### config.mk
export PLATFORM = sky130hd
export DESIGN_NAME = val2_shift_sequencer
export DESIGN_NICKNAME = d
export VERILOG_FILES = /design/src/rtl/val2_shift_sequencer.sv
export SDC_FILE = /design/constraint.sdc
export NUM_CORES = 1
export LEC_CHECK = 0
export CAP_MARGIN = 10
export CORE_AREA = 2 2 86 88
export DETAILED_ROUTE_END_ITERATION = 10
export DIE_AREA = 0 0 88 90
export PLACE_DENSITY = 0.74
export SETUP_SLACK_MARGIN = 0.4
export SYNTH_ARGS = -nofsm -noshare
export SYNTH_HDL_FRONTEND = slang
export SYNTH_SLANG_ARGS = --single-unit
### constraint.sdc
create_clock -name clk -period 3.8 [get_ports clk]
set_input_delay 0.76 -clock clk [delete_from_list [all_inputs] [get_ports clk]]
set_output_delay 0.76 -clock clk [all_outputs]
set_load 0.005 [all_outputs]
### src/rtl/val2_shift_sequencer.sv
`timescale 1ns/1ps
// -----------------------------------------------------------------------------
// val2_shift_sequencer
//
// Multi-cycle computation of the EXE-stage val2 operand. It produces the memory
// offset, the rotated immediate or the shifted Rm, one of these per request.
// A working register moves by at most STEP bits per cycle. This keeps the
// 32-bit barrel shifter off the critical path. The stall unit holds the
// pipeline while busy is high.
//
// Parameters
//   STEP            bits shifted per SHIFT cycle (1, 2, 4 or 8)
//
// Ports
//   clk             rising-edge clock
//   rst             asynchronous, active-low reset
//   start           request a new computation; accepted only when idle
//   flush           synchronous abort back to IDLE, no done pulse
//   mem_inst        LDR/STR: val2 = sign-extended 12-bit offset
//   imm             data-processing immediate (ignored when mem_inst=1)
//   val_rm          Rm register value
//   shifter_operand instruction bits [11:0]
//   val2            result; valid with done, held until the next accepted start
//   busy            high from the accepting edge through the done cycle
//   done            one-cycle completion pulse
//
// Timing
//   E0 is the accepting edge. The FSM then spends ceil(count/STEP) cycles in
//   SHIFT and one cycle in DONE. done and busy are registered, so the done
//   pulse appears in the cycle after E(1+ceil(count/STEP)). busy stays high
//   through that cycle, and the FSM is already back in IDLE then. A start
//   seen during the done cycle is therefore ignored. The requester
//   re-asserts start once busy has dropped.
// -----------------------------------------------------------------------------
module val2_shift_sequencer #(
  parameter int STEP = 1
) (
  input  logic        clk,
  input  logic        rst,
  input  logic        start,
  input  logic        flush,
  input  logic        mem_inst,
  input  logic        imm,
  input  logic [31:0] val_rm,
  input  logic [11:0] shifter_operand,
  output logic [31:0] val2,
  output logic        busy,
  output logic        done
);

  localparam int DATA_W = 32;

  // Per-cycle shift amount. It fits the 5-bit count because STEP <= 8.
  localparam logic [4:0] STEP_AMT = 5'(STEP);

  // Shift kinds, encoded as in shifter_operand[6:5].
  localparam logic [1:0] SH_LSL = 2'b00;
  localparam logic [1:0] SH_LSR = 2'b01;
  localparam logic [1:0] SH_ASR = 2'b10;
  localparam logic [1:0] SH_ROR = 2'b11;

  typedef enum logic [1:0] {
    IDLE  = 2'd0,
    SHIFT = 2'd1,
    DONE  = 2'd2
  } stateT;

  stateT              state;
  stateT              nextState;

  logic [4:0]         count;
  logic [1:0]         shType;

  logic               accept;
  logic [DATA_W-1:0]  loadVal;
  logic [4:0]         loadCount;
  logic [1:0]         loadType;

  logic [4:0]         stepAmt;
  logic [4:0]         countAfter;
  logic [DATA_W-1:0]  shifted;

  logic               busyNext;
  logic               doneNext;

  // One partial shift step of n bits (n <= STEP). ASR uses an explicitly
  // signed view so the sign bit replicates. ROR ORs the wrapped-around low
  // bits back in from the top.
  function automatic logic [DATA_W-1:0] shiftStep(
    input logic [DATA_W-1:0] v,
    input logic [1:0]        kind,
    input logic [4:0]        n
  );
    logic signed [DATA_W-1:0] sv;
    logic [5:0]               backAmt;
    logic [DATA_W-1:0]        r;
    sv      = v;
    backAmt = 6'd32 - {1'b0, n};
    case (kind)
      SH_LSL:  r = v << n;
      SH_LSR:  r = v >> n;
      SH_ASR:  r = $unsigned(sv >>> n);
      default: r = (v >> n) | (v << backAmt);
    endcase
    return r;
  endfunction

  // Request decode. The request is accepted only when truly idle. The
  // done-cycle check is the busy term, because the FSM is back in IDLE while
  // busy is still high.
  assign accept = (state == IDLE) && start && !flush && !busy;

  always_comb begin
    loadVal   = val_rm;
    loadCount = shifter_operand[11:7];
    loadType  = shifter_operand[6:5];
    if (mem_inst) begin
      loadVal   = {{20{shifter_operand[11]}}, shifter_operand};
      loadCount = 5'd0;
      loadType  = SH_LSL;
    end else if (imm) begin
      loadVal   = {24'd0, shifter_operand[7:0]};
      loadCount = {shifter_operand[11:8], 1'b0};
      loadType  = SH_ROR;
    end
  end

  // Per-cycle step: n = min(count, STEP).
  always_comb begin
    stepAmt    = (count < STEP_AMT) ? count : STEP_AMT;
    countAfter = count - stepAmt;
    shifted    = shiftStep(val2, shType, stepAmt);
  end

  // FSM state register.
  always_ff @(posedge clk or negedge rst) begin
    if (!rst) begin
      state <= IDLE;
    end else begin
      state <= nextState;
    end
  end

  // FSM next-state logic. flush overrides everything, including the DONE
  // pulse.
  always_comb begin
    nextState = state;
    if (flush) begin
      nextState = IDLE;
    end else begin
      case (state)
        IDLE: begin
          if (accept) begin
            nextState = (loadCount == 5'd0) ? DONE : SHIFT;
          end
        end
        SHIFT: begin
          if (countAfter == 5'd0) begin
            nextState = DONE;
          end
        end
        DONE:    nextState = IDLE;
        default: nextState = IDLE;
      endcase
    end
  end

  // FSM outputs, computed one cycle ahead and registered below. busy covers
  // the accepting edge through the done cycle.
  always_comb begin
    busyNext = 1'b0;
    doneNext = 1'b0;
    if (!flush) begin
      doneNext = (state == DONE);
      busyNext = (nextState != IDLE) || (state == DONE);
    end
  end

  // Working register, shift control and registered handshake outputs.
  always_ff @(posedge clk or negedge rst) begin
    if (!rst) begin
      val2   <= '0;
      count  <= '0;
      shType <= '0;
      busy   <= 1'b0;
      done   <= 1'b0;
    end else begin
      busy <= busyNext;
      done <= doneNext;
      if (accept) begin
        val2   <= loadVal;
        count  <= loadCount;
        shType <= loadType;
      end else if ((state == SHIFT) && !flush) begin
        val2  <= shifted;
        count <= countAfter;
      end
    end
  end

  // Structural invariants of the sequencer.
  assert property (@(posedge clk) disable iff (!rst) done |-> busy);
  assert property (@(posedge clk) disable iff (!rst) (state == SHIFT) |-> (count != 5'd0));

endmodule

Word level (Yosys, flattened, before mapping)
Index checks and enable logic that the tools add are counted.

Flip-flop bits (word level): 43. Bits in latches: 0. Memory bits (writable): 0. Bits in read-only memories: 0. Output and inout bits: 34. Word-level logic and storage cells: 50. Memories kept: 0.

$add $sub $neg: 2. Multipliers: 0. Divide/modulo/power cells: 0. $lt $le $gt $ge: 1. Equal/unequal tests: 4. Shifts and indexed selects: 4. Muxes and demuxes: 19. Bitwise operators: 1. Reduce and logical (&&, ||, !) cells: 13.

Operators by type and width (count): $mux W32 (4); $pmux W32 S3 (1); $or A32 B32 Y32 (1); $shl A32 B5 Y32 (1); $shl A32 B6 Y32 (1); $shr A32 B5 Y32 (1); $sshr A32 B5 Y32 (1); $mux W5 (4); $mux W2 (6); $logic_not A5 Y1 (2); $sub A6 B5 Y6 const A (1); $lt A5 B1 Y1 const B (1); $sub A5 B5 Y5 (1); $eq A2 B1 Y1 const B (2); $eq A2 B2 Y1 const B (2); $logic_and A1 B1 Y1 (4); $logic_not A2 Y1 (2); $pmux W2 S2 (1); $reduce_bool A2 Y1 (2); $mux W1 (3); $logic_not A1 Y1 (2); $logic_or A1 B1 Y1 (1).

Logic depth before layout (Yosys ltp)
Depth in word-level cells: 10. Mapped depth: 12. Gate-level depth less buffers: 9.

Worst setup path after synthesis
No wires, ideal clock.

Kind: register to register. From: reg count[0]. To: reg val2[19]. Arrival: 2.640 ns. Slack: 1.078 ns. Stages on the path, launching flop included: 11. Buffers on the path: 1. Clock period less this slack: 2.722 ns. Cell sequence: dfrtp_1 -> nor4_4 -> nand2_2 -> inv_1 -> buf_2 -> ha_1 -> and3_1 -> a21boi_1 -> o21ai_0 -> a31o_2 -> a31oi_1.

Cells in the longest elaborated chain, start to end: 8. Elaborated cells on any way between the ends: 11. Classes of those cells: add/sub (1); order compare (1); shift (4); mux (4); bitwise (1).

Ends and longest elaborated chain: start, declared (RTL line 71) `logic [4:0] count;`; start signal, assigned (RTL line 192) `count <= loadCount;`; start signal, assigned (RTL line 196) `count <= countAfter;`; $lt A5 B1 Y1 (RTL line 130) `stepAmt = (count < STEP_AMT) ? count : STEP_AMT;`; $mux W5 (*) (RTL line 130); $sub A6 B5 Y6 (RTL line 98) `backAmt = 6'd32 - {1'b0, n};`; $shl A32 B6 Y32 (RTL line 103) `default: r = (v >> n) | (v << backAmt);`; $or A32 B32 Y32 (RTL line 103); $pmux W32 S3 (*) (RTL line 99) `case (kind)`; $mux W32 (*) (RTL line 194) `end else if ((state == SHIFT) && !flush) begin`; $mux W32 (*) (RTL line 190) `if (accept) begin`; end signal, assigned (RTL line 191) `val2 <= loadVal;`; end signal, assigned (RTL line 195) `val2 <= shifted;`; end, declared (RTL line 46) `output logic [31:0] val2,`.

Every way passes the cells marked *; elsewhere a longest branch is shown, timed or not. The select of a mux whose other input is x is not followed. A chain may end at the register's enable or synchronous reset.

Worst setup path in the final report
Same ends and word-level chain as after synthesis.

==> metrics.md <==
| Metric | Value |
|---|---|
| Status | complete, no violations |
| Die H | 90 um |
| Sequential area share after synthesis | 0.3267 |
| Part of the cycle the worst path needs | 0.8212 |
| Power per cell area | 610.0 mW/mm^2 |
| CP arrival | roughly 3300 ps |
| Area used by multi-input combinational logic | about 0.0020 mm^2 |
| Fillers | between 600 and 700 |
| Final nets | approximately 540 |
| Critical path startpoint | count[0]$_DFFE_PN0P_ |
| F_max | ~320 MHz |
| Vias in the first global route | about 3500 |
| Gpl congestion | approximately 0.95 |
| Die ar. | around 0.008 mm^2 |
| Setup crit start kind | register |
| Cells after DPL | 579 |
| Largest net degree at the start of global routing | 44 |
| Worst slew pin tran | slightly below 1000 ps |
| Post-synth EDFFs | 0 |
| Core area | about 0.007 mm^2 |
| Clock skew | 7.519 ps |
| Worst skew pair latency | roughly 300 ps |
| Post-cts sizing count | 0 |
| Syn Nets | between 400 and 500 |
| Maximum capacitance violations | 0 |
| Layout cells sized above 1 | 0.07187 |
| Total power | 0.002592 W |
| Maximum clock path buffer count | 2 |
| Rel. slew slack | 0.3405 |
| Ys flop type | dfrtp_1 |
| Worst Hold Launch | state[1]$_DFF_PN0_ |
| TritonCTS clock tree | done |
| Routed via count | ~3700 |
| Antenna cell count | 0 |
| Finished Layout Cells | just under 600 |
| Worst r2r src | count[0]$_DFFE_PN0P_ |
| Post-synth top cells | nand2_1, dfrtp_1, o21ai_0 |
| Post-layout min period | about 3100 ps |
| Drt pass-1 iters | 5 |
| Synth Warn # | 0 |
| Total gr overflow | 0 |
| Critical Path RT | roughly 4000 ps |
| Area Overhead vs Synth | 29.03% |
| Ranking of synthesized cells by area | dfrtp_1, nand2_1, o21ai_0 |
| # IOs | 84 |
| Pleak | 1.662 nW |
| H-tree depth | 2 |
| Reg clk slew, reported paths | approximately 80 ps |
| Postcts setup bufs | 0 |
| Final slew viol count | 0 |
| Post-Synthesis Cells | roughly 420 |
| Gr usage total | 0.2822 |
| Top cell type's share of synthesized area | 0.3267 |
| RSZ-0062 raised after global routing | false |
| CP Capture Type | register |
| Worst R2R Path Depth | 9 |
| Reg2reg end | val2[19]$_DFFE_PN0P_ |
| Initial core utilization | 0.4691 |
| Cell area after synthesis | roughly 0.0033 mm^2 |
| Post-synth ARST share | 1.000 |
| Vias per inst | around 6.3 |
| FF+latch area | 0.001076 mm^2 |
| Root buf cell | clkbuf_8 |
| Port Buffers | 83 |
| Synth Register Bits | between 40 and 50 |
| R2R Setup Slk | 680 ps |
| CTS Buf Count | 5 |
| Count leader, synth | nand2_1 |
| HP Class | register to register |
| Cell taking the most area after synthesis | dfrtp_1 |
| Setup TNS | 0 ps |
| Site row count | 31 |
| Detailed-route DRC error count | 0 |
| WL per Instance | 18.59 um |
| Avg Inst Size Synth | roughly 8 um^2 |
| Hold path depth | 1 |
| CTS sink count | 43 |
| Worst Hold End | state[1]$_DFF_PN0_ |
| Antenna Violating Nets Remaining | 0 |
| Initial antenna violation count | 0 |
| DRT Wirelength | about 11000 um |
| Setup violators final | 0 |
| Drt initial violations | about 380 |
| Peak supply drop | 0.0003164 V |
| Yosys cell types | between 60 and 70 |
| CTS Hold Bufs | 0 |
| Critical path class | register to register |
| First-pass GRT wire length | approximately 18000 um |
| Final Hold Fails | 0 |
| Die X | about 88 um |
| Crit Path Max Fanout | 11 |
| Post-DP HPWL | slightly below 8000 um |
[placed cells by master, fill, tap and decap left out, types with 9 or more instances in the layout]
master | synthesis | routed
buf_4 | 1 | 10
nor3_1 | 13 | 13
inv_1 | 10 | 10
nor2_1 | 30 | 28
nand2b_1 | 11 | 11
o2111ai_1 | 9 | 9
o21ai_0 | 35 | 35
nand3_1 | 11 | 11
clkdlybuf4s50_1 | 0 | 82
dfrtp_1 | 43 | 43
a31oi_1 | 11 | 11
a21oi_1 | 31 | 31
nand2_1 | 71 | 71
mux2i_1 | 13 | 13
[power by group]
group          total (W)  switching, W  internal, W
combinational    0.00138      0.000706     0.000676
clock           0.000304      0.000161     0.000143
sequential      0.000907      0.000299     0.000608
total            0.00259       0.00117      0.00143
[how the worst max path moves through the flow]
stage	endpoint	slack (ps)	cells past startpoint
floorplan	val2[19]$_DFFE_PN0P_	1080	10
CTS	val2[19]$_DFFE_PN0P_	740	9
global route	val2[14]$_DFFE_PN0P_	460	9
global placement	count[3]$_DFFE_PN0P_	870	7
detailed placement	val2[19]$_DFFE_PN0P_	750	9
finish	val2[19]$_DFFE_PN0P_	680	9
[critical path, stage by stage, from the launching register on]
cell	delay (ps)
dfrtp_1	450
nor4_4	450
nand2_2	100
inv_1	80
ha_1	280
and3_1	440
a21boi_1	640
o21ai_0	180
a31o_2	250
a31oi_1	170
[cell families (layout without fill, tap and decap cells)]
group,Yosys count,after routing,synth area share
adders and majority gates,2,2,0.007598
and+or+nand+nor,160,160,0.2280
other,1,1,0.001139
DFF,43,43,0.3267
buffers and inverters,43,111,0.06155
xor gates and xnor gates,1,1,0.002660
AOI/OAI and AO/OA,152,152,0.3089
muxes,17,17,0.06345
[through the flow]
stage | util | instance area, um^2 | hold slack (ps) | setup WS [ps]
3_5_place_dp | 0.5928 | 4161 | 568.8 | 753.9
4_1_cts | 0.6052 | 4249 | 572.9 | 744.7
6_report | 0.6052 | 4249 | 584.1 | 679.4
2_1_floorplan | - | 3293 | 464.4 | 1078
5_1_grt | 0.6052 | 4249 | 602.5 | 458.8
3_3_place_gp | 0.5928 | 4161 | 534.0 | 866.9
[area by class of cell]
class,instances,area share
tap,99,0.02915
multi-input combinational,333,0.4753
sequential,43,0.2532
clock buffer,6,0.01943
clock inverter,1,0.001178
timing repair buffer,93,0.2120
inverter,11,0.009717
[flip-flops by register name, summed over array words and instances (netlist names)]
register  count
done          1
state         2
count         5
busy          1
shType        2
val2         32
[per-layer routing]
layer	vias to the layer above	track usage	share of wire
met5	-	0	0
met4	0	0.1051	0.027
met3	27	0.04316	0.080
met2	205	0.4356	0.47
met1	1785	0.3963	0.43
li1	1693	-	-
Power figures use the tool's default switching activity.
